## src/rtl/vga_sync_rx.sv

```systemverilog
// Receive-side VGA timing checker: measures incoming HS/VS, locks onto stable
// timing and regenerates x/y/blank aligned to the incoming sync.
module vga_sync_rx #(
   parameter int H_ACTIVE = 640,
   parameter int V_ACTIVE = 480,
   parameter int H_S2A    = 168,
   parameter int V_S2A    = 31,
   parameter int H_MIN    = 700,
   parameter int H_MAX    = 1000,
   parameter int V_MIN    = 500,
   parameter int V_MAX    = 600
) (
   input  logic        CLK,
   input  logic        RST,
   input  logic        HS_IN,
   input  logic        VS_IN,
   output logic [9:0]  x,
   output logic [9:0]  y,
   output logic        blank,
   output logic        locked,
   output logic [10:0] h_total,
   output logic [9:0]  v_total,
   output logic        sync_err
);

   localparam logic [10:0] H_FIRST = 11'(H_S2A);
   localparam logic [10:0] H_END   = 11'(H_S2A + H_ACTIVE);
   localparam logic [9:0]  V_FIRST = 10'(V_S2A);
   localparam logic [9:0]  V_END   = 10'(V_S2A + V_ACTIVE);
   localparam logic [10:0] H_LO    = 11'(H_MIN);
   localparam logic [10:0] H_HI    = 11'(H_MAX);
   localparam logic [9:0]  V_LO    = 10'(V_MIN);
   localparam logic [9:0]  V_HI    = 10'(V_MAX);
   localparam logic [10:0] H_SAT   = 11'h7FF;
   localparam logic [9:0]  V_SAT   = 10'h3FF;

   typedef enum logic [1:0] {SEARCH, CHECK, LOCKED} state_t;

   state_t      state, state_nxt;
   logic        hs_r, hs_d, vs_r, vs_d;
   logic        hs_fall, vs_fall;
   logic [10:0] hcnt, line_len;
   logic [9:0]  vcnt;
   logic        h_valid, timeout, line_done;
   logic [10:0] h_ref, h_ref_nxt;
   logic [9:0]  v_ref, v_ref_nxt;
   logic        h_ref_set, h_ref_set_nxt;
   logic        frame_bad, frame_bad_nxt;
   logic        err_nxt, h_ok, v_ok, blank_nxt;

   always_ff @(posedge CLK) begin
      if (RST) begin
         hs_r <= 1'b0;
         hs_d <= 1'b0;
         vs_r <= 1'b0;
         vs_d <= 1'b0;
      end else begin
         hs_r <= HS_IN;
         hs_d <= hs_r;
         vs_r <= VS_IN;
         vs_d <= vs_r;
      end
   end

   assign hs_fall   = hs_d & ~hs_r;
   assign vs_fall   = vs_d & ~vs_r;
   assign timeout   = (hcnt == H_SAT);
   assign line_len  = hcnt + 11'd1;
   // A line is only measured when a previous HS fall anchored hcnt.
   assign line_done = hs_fall & h_valid & ~timeout;

   always_ff @(posedge CLK) begin
      if (RST) begin
         hcnt    <= '0;
         vcnt    <= '0;
         h_valid <= 1'b0;
         h_total <= '0;
         v_total <= '0;
      end else begin
         if (hs_fall)
            hcnt <= '0;
         else if (hcnt != H_SAT)
            hcnt <= hcnt + 11'd1;

         if (timeout)
            h_valid <= 1'b0;
         else if (hs_fall)
            h_valid <= 1'b1;

         if (line_done)
            h_total <= line_len;

         // VS wins over a coincident HS: the new frame starts at line 0.
         if (vs_fall) begin
            v_total <= vcnt;
            vcnt    <= '0;
         end else if (hs_fall && vcnt != V_SAT) begin
            vcnt <= vcnt + 10'd1;
         end
      end
   end

   assign h_ok = h_ref_set & (h_ref >= H_LO) & (h_ref <= H_HI);
   assign v_ok = (vcnt >= V_LO) & (vcnt <= V_HI);

   always_ff @(posedge CLK) begin
      if (RST) begin
         state     <= SEARCH;
         h_ref     <= '0;
         v_ref     <= '0;
         h_ref_set <= 1'b0;
         frame_bad <= 1'b0;
         sync_err  <= 1'b0;
      end else begin
         state     <= state_nxt;
         h_ref     <= h_ref_nxt;
         v_ref     <= v_ref_nxt;
         h_ref_set <= h_ref_set_nxt;
         frame_bad <= frame_bad_nxt;
         sync_err  <= err_nxt;
      end
   end

   always_comb begin
      state_nxt     = state;
      h_ref_nxt     = h_ref;
      v_ref_nxt     = v_ref;
      h_ref_set_nxt = h_ref_set;
      frame_bad_nxt = frame_bad;
      err_nxt       = 1'b0;
      case (state)
         SEARCH: begin
            if (vs_fall) begin
               state_nxt     = CHECK;
               frame_bad_nxt = 1'b0;
               h_ref_set_nxt = 1'b0;
            end
         end
         CHECK: begin
            if (line_done) begin
               if (!h_ref_set) begin
                  h_ref_nxt     = line_len;
                  h_ref_set_nxt = 1'b1;
               end else if (line_len != h_ref) begin
                  frame_bad_nxt = 1'b1;
               end
            end
            if (vs_fall) begin
               if (!frame_bad && h_ok && v_ok) begin
                  state_nxt = LOCKED;
                  v_ref_nxt = vcnt;
               end else begin
                  frame_bad_nxt = 1'b0;
                  h_ref_set_nxt = 1'b0;
               end
            end
         end
         LOCKED: begin
            if ((line_done && line_len != h_ref) || (vs_fall && vcnt != v_ref)) begin
               state_nxt = SEARCH;
               err_nxt   = 1'b1;
            end
         end
         default: state_nxt = SEARCH;
      endcase
      // Lost HS overrides everything; only a drop from LOCKED is reported.
      if (timeout) begin
         state_nxt = SEARCH;
         err_nxt   = (state == LOCKED);
      end
   end

   assign locked = (state == LOCKED);

   // Uses the next state so blank rises on the same edge that lock drops.
   assign blank_nxt = (state_nxt != LOCKED) | (hcnt < H_FIRST) | (hcnt >= H_END) |
                      (vcnt < V_FIRST) | (vcnt >= V_END);

   always_ff @(posedge CLK) begin
      if (RST) begin
         blank <= 1'b1;
         x     <= '0;
         y     <= '0;
      end else begin
         blank <= blank_nxt;
         x     <= blank_nxt ? 10'd0 : 10'(hcnt - H_FIRST);
         y     <= blank_nxt ? 10'd0 : (vcnt - V_FIRST);
      end
   end

endmodule

```

## config.mk

```make
export PLATFORM = sky130hd
export DESIGN_NAME = vga_sync_rx
export DESIGN_NICKNAME = d
export VERILOG_FILES = /design/src/rtl/vga_sync_rx.sv
export SDC_FILE = /design/constraint.sdc
export NUM_CORES = 1
export LEC_CHECK = 0
export CAP_MARGIN = 15
export CORE_ASPECT_RATIO = 1.25
export CORE_MARGIN = 1
export CORE_UTILIZATION = 50
export DETAILED_ROUTE_END_ITERATION = 8
export GPL_ROUTABILITY_DRIVEN = 0
export GPL_TIMING_DRIVEN = 1
export PLACE_DENSITY_LB_ADDON = 0.12
export SLEW_MARGIN = 15
export SYNTH_ARGS = -nofsm -noshare
export SYNTH_HDL_FRONTEND = slang
export SYNTH_SLANG_ARGS = --single-unit
```

## constraint.sdc

```tcl
create_clock -name CLK -period 2.9 [get_ports CLK]
set_input_delay 0.58 -clock CLK [delete_from_list [all_inputs] [get_ports CLK]]
set_output_delay 0.58 -clock CLK [all_outputs]
set_load 0.01 [all_outputs]
```

# Yosys cells after proc, flatten, opt, wreduce, memory -nomap -nowiden
# Cells that the tools add are included.
# word_totals
ff_bits	94
in_bits	4
wordCells	90
# classes
n_addsub	4
n_lt_le_gt_ge	8
n_eq_ne	9
mux	20
bitwise_logic	15
reduce_logical	16
# op_table
operator	count
$ge A11 B10 Y1 const B	2
$ge A10 B9 Y1 const B	2
$mux W1	12
$add A11 B1 Y11 const B	1
$eq A11 B11 Y1 const B	1
$le A11 B10 Y1 const B	1
$lt A11 B8 Y1 const B	1
$ne A11 B11 Y1	1
$ne A11 B11 Y1 const B	1
$add A10 B1 Y10 const B	1
$le A10 B10 Y1 const B	1
$lt A10 B5 Y1 const B	1
$mux W2	5
$ne A10 B10 Y1	1
$ne A10 B10 Y1 const B	1
$sub A10 B5 Y10 const B	1
$sub A10 B8 Y10 const B	1
$reduce_or A2 Y1	4
$and A1 B1 Y1	7
$pmux W2 S3	1
$reduce_and A3 Y1	2
$logic_and A1 B1 Y1	5
$ne A2 B2 Y1 const B	2
$not A1 Y1	4
other kinds (9)	13

# Logic depth before layout (Yosys ltp)
# Gate-level depths: netlist of the first run.
# depth
word_depth	15
depth_mapped	11
mapped_depth_nobuf	9

# Least setup slack after synthesis of the first run
# No wires, ideal clock.
# synth_path
kind	register to register
startpoint	register hcnt[1]
endpoint	register x[7]
arrival_ns	2.451
slack_ns	0.361
stages_incl_launch_ff	10
period_less_slack_ns	2.539
path_cell_list	dfxtp_1 ha_1 and4_1 a21oi_1 or4_4 a2111oi_4 a21oi_2 o22a_1 buf_6 nor4_4
# synth_between
elab_chain_cells	14
# synth_rtl
item	line_no	rtl
from (decl)	42	logic [10:0] hcnt, line_len;
from (signal assigned)	83	hcnt <= hcnt + 11'd1;
branches (longest 14 deep; another with $add A11 B1 Y11)	--	
to (signal assigned)	186	x <= blank_nxt ? 10'd0 : 10'(hcnt - H_FIRST);
to (decl)	17	output logic [9:0] x,
# Several ways; the timed one is not identified.
# A chain may end at the register's enable or synchronous reset.

# Final worst setup path of the first run
# layout_path
startpoint	register hcnt[1]
endpoint	register y[6]
# layout_lines
item	line_no	rtl
$add A11 B1 Y11	68	assign line_len = hcnt + 11'd1;
named net line_len[1]	42	
$ne A11 B11 Y1	159	if ((line_done && line_len != h_ref) || (vs_fall && vcnt != v_ref)) begin
$logic_and A1 B1 Y1	159	
$logic_or A1 B1 Y1	159	
$mux W2	159	
$pmux W2 S3	131	case (state)
$mux W2	167	if (timeout) begin
$ne A2 B2 Y1	176	assign blank_nxt = (state_nxt != LOCKED) | (hcnt < H_FIRST) | (hcnt >= H_END) |
$or A1 B1 Y1 (3 in a row)	176	
$or A1 B1 Y1	177	(vcnt < V_FIRST) | (vcnt >= V_END);
$reduce_or A2 Y1 (no source line)	--	
to (signal assigned)	187	y <= blank_nxt ? 10'd0 : (vcnt - V_FIRST);
to (decl)	18	output logic [9:0] y,
# The timed path passes the listed nets, and every way through them passes these cells.

==> results of run 1 <==
[final cells by class]
| cell class | count | area share |
|---|---|---|
| clock inverter | 5 | 0.01151 |
| inverter | 15 | 0.01102 |
| multi-input combinational | 334 | 0.4170 |
| sequential | 94 | 0.3683 |
| timing repair buffer | 79 | 0.1415 |
| tap | 97 | 0.02375 |
| clock buffer | 10 | 0.02693 |
[power breakdown]
group / leakage (uW) / switching (uW) / internal, uW
sequential: 0.000759 / 8.59 / 1300
clock: 0.0000948 / 464 / 419
combinational: 0.00107 / 59.0 / 42.4
[flip-flops by register name, summed over array words and instances (netlist names)]
register,count
h_total,11
hs_d,1
vs_r,1
x,10
blank,1
frame_bad,1
h_valid,1
hcnt,11
h_ref,11
h_ref_set,1
hs_r,1
y,10
vcnt,10
v_ref,10
vs_d,1
v_total,10
state,2
sync_err,1
[worst max-delay path, stage by stage (launching register included)]
cell,delay [ps]
dfxtp_1,390
inv_1,100
ha_1,340
xor2_1,160
a211oi_1,230
o211ai_1,180
a2111oi_4,390
a21oi_2,120
o22a_4,290
buf_4,180
nor3_1,180
[routing by layer]
| layer | vias to the layer above | share of wire |
|---|---|---|
| li1 | 1744 | - |
| met1 | 1599 | 0.40 |
| met3 | 20 | 0.031 |
| met4 | 0 | 0.027 |
| met5 | - | 0 |
| met2 | 60 | 0.54 |
[metrics by stage]
step	total power, uW	instance area (um^2)	hold slack, ps	std cells
2_1_floorplan	1406	4230	432.9	482
3_3_place_gp	1438	4905	444.4	619
3_5_place_dp	1440	4905	449.0	619
4_1_cts	2307	5101	467.2	634
5_1_grt	2387	5110	480.4	634
6_report	2293	5110	462.7	634
[worst max-delay path by stage]
stage          endpoint  depth (start not counted)  slack, ps    start
6_report           y[6]                         10        260  hcnt[1]
5_1_grt            y[5]                         10          3  hcnt[1]
4_1_cts            y[4]                         10        120  hcnt[1]
3_5_place_dp       y[4]                         10        140  hcnt[1]
3_3_place_gp       y[3]                          9        230  hcnt[1]
2_1_floorplan      x[7]                          9        360  hcnt[1]
[what timing repair did]
item | CTS | global route
resized for setup | 0 | 2
buffers inserted | 0 | 0
endpoints found under the setup margin | 0 | 16
[kinds of logic after synthesis]
logic type | count (synthesis) | synth area share
AND/OR/NAND/NOR | 192 | 0.2251
flip-flops | 94 | 0.4448
AO/OA/AOI/OAI | 78 | 0.1293
buffers and inverters | 54 | 0.05501
XOR/XNOR | 44 | 0.09435
multiplexers | 13 | 0.03076
adder cells (fa/ha/maj) | 7 | 0.02070
[cell usage after synthesis, types with 13 or more instances]
cell,instances
xor2_1,16
mux2i_1,13
nor2_1,67
xnor2_1,27
a21oi_1,31
nor3_1,22
inv_1,15
dfxtp_1,94
a211oi_1,26
nand2_1,34
clkbuf_1,24
==> flow_summary.toml, run 1 <==
[floorplanning]
dieArea_um2 = 8835
pin_count = 48
die_width_um = 84.27
num_rows = 37
start_util = 0.5134
coreArea_um2 = 8240
die_h_um = 104.8

[routing]
viasPerCell = 5.399
drtPass1Iterations = 6
final_antenna_net_count = 0
wl_um = 9663
initialDrtViolationCount = 153
route.detailed.drc = 5
wl_per_cell_um = 15.24
vias = 3423

[global_routing]
use_met2 = 0.4233
grt_antenna_before_repair = 0
grt-ovfl-total = 0
grt_pass1_vias = 3300
grt_use_met3 = 0.04581
grt_usage = 0.2334
grt_first_pass_wirelength_um = 15970
grt.busiest_layer = "met2"
grt_max_degree = 51
gr-usage-met1 = 0.2608

[hold_path]
hold-path-cell-count = 2
hp-class = "reg -> reg"
hp-start = "v_total[8]"
min_to = "v_total[8]"

[pwr]
p_leak_uw = 0.001925
ir_worst_vdd_mv = 0.2788
power.density_nw_per_um2 = 448.7

[setup_path]
crit_path_end_kind = "flop"
worstPathArrival_ps = 2920
crit_path_max_fanout = 11
r2r_end = "y[6]"
rrSetupSlack_ps = 260
rr_worst_depth = 10
critical_path_class = "reg -> reg"
cp_data_required_time_ps = 3180
worstReg2RegStart = "hcnt[1]"
cp-start-kind = "flop"

[sta]
setup_ws_ps = 257.3
fin_tns_setup_ps = 0
grt_setup_unrepaired = "false"
drv_slew = 0
slew-limit-headroom = 0.6029
setup_viol = 0
fin_worst_skew_ps = 6.648
worst_slew_pin_slew_ps = 595.6
fmax_mhz = 378.4
finalHoldViolations = 0
finalCritPeriodShare = 0.9113
final.min_clock_period_ps = 2643

[synthesis]
yosysUniqueCellTypes = 51
yosysTopAreaCell = "dfxtp_1"
synth.net_count = 493
synth_ff_type = "dfxtp_1"
synthArstFlopShare = 0
synth_warnings = 0
synth.avg_cell_area_um2 = 8.777
syn_area_um2 = 4230
synth_top_cell_area_share = 0.4448
synth_edf_count = 0
syn-instance-count = 482
seq_area_frac_synth = 0.4448
synth_area_leaders = "dfxtp_1 44%, nor2_1 5.9%, xnor2_1 5.6%, a211oi_1 4.6%, a21oi_1 3.7%"
synth_seq_cells = 94

[outcome]
violations = "DRC"
status = "complete, but fails checks"

[cells_and_area]
layout_common_cells = "94 x dfxtp_1, 67 x nor2_1, 47 x clkdlybuf4s50_1, 34 x nand2_1"
multi_input_area_um2 = 2131
final_util = 0.6201
antenna_cells = 0
fill_cells = 733
final_layout_size_suffix_gt1_frac = 0.1080
layout_commonest_cell = "dfxtp_1"
syn2layout_area_growth_pct = 20.79
nNetsFinal = 544
seq_area_um2 = 1882

[clocking]
clk_pin_slew_ps = 90
cts.sinks = 94
root_buffer = "clkbuf_8"
numCtsBuffers = 9
cts_tree = "done"
holdBufCountCts = 0
worstSkewPairLatency_ps = 360
htree_levels = 3
cts_buffer_depth = 2

[placed_design]
port_buffers = 47
place_ws_ps = 141.7
place_hpwl_um = 7208

[job]
drv_cap = 0
Note: power is estimated with default switching activity, not from simulation.
==> run 2: changes to the inputs <==
--- a/config.mk
+++ b/config.mk
@@ -5,6 +5,7 @@
 export SDC_FILE = /design/constraint.sdc
 export NUM_CORES = 1
 export LEC_CHECK = 0
+export ABC_CLOCK_PERIOD_IN_PS = 2900
 export CAP_MARGIN = 15
 export CORE_ASPECT_RATIO = 1.25
 export CORE_MARGIN = 1
==> results of run 2 <==
Final layout, timing and power as in run 1 (identical DEF).
==> run 3: changes to the inputs <==
--- a/config.mk
+++ b/config.mk
@@ -6,13 +6,13 @@
 export NUM_CORES = 1
 export LEC_CHECK = 0
 export ABC_CLOCK_PERIOD_IN_PS = 2900
-export CAP_MARGIN = 15
 export CORE_ASPECT_RATIO = 1.25
 export CORE_MARGIN = 1
 export CORE_UTILIZATION = 50
 export DETAILED_ROUTE_END_ITERATION = 8
 export GPL_ROUTABILITY_DRIVEN = 0
 export GPL_TIMING_DRIVEN = 1
+export HOLD_SLACK_MARGIN = 0.1
 export PLACE_DENSITY_LB_ADDON = 0.12
 export SLEW_MARGIN = 15
 export SYNTH_ARGS = -nofsm -noshare
==> results of run 3 <==
Final layout, timing and power as in run 1 (identical DEF).
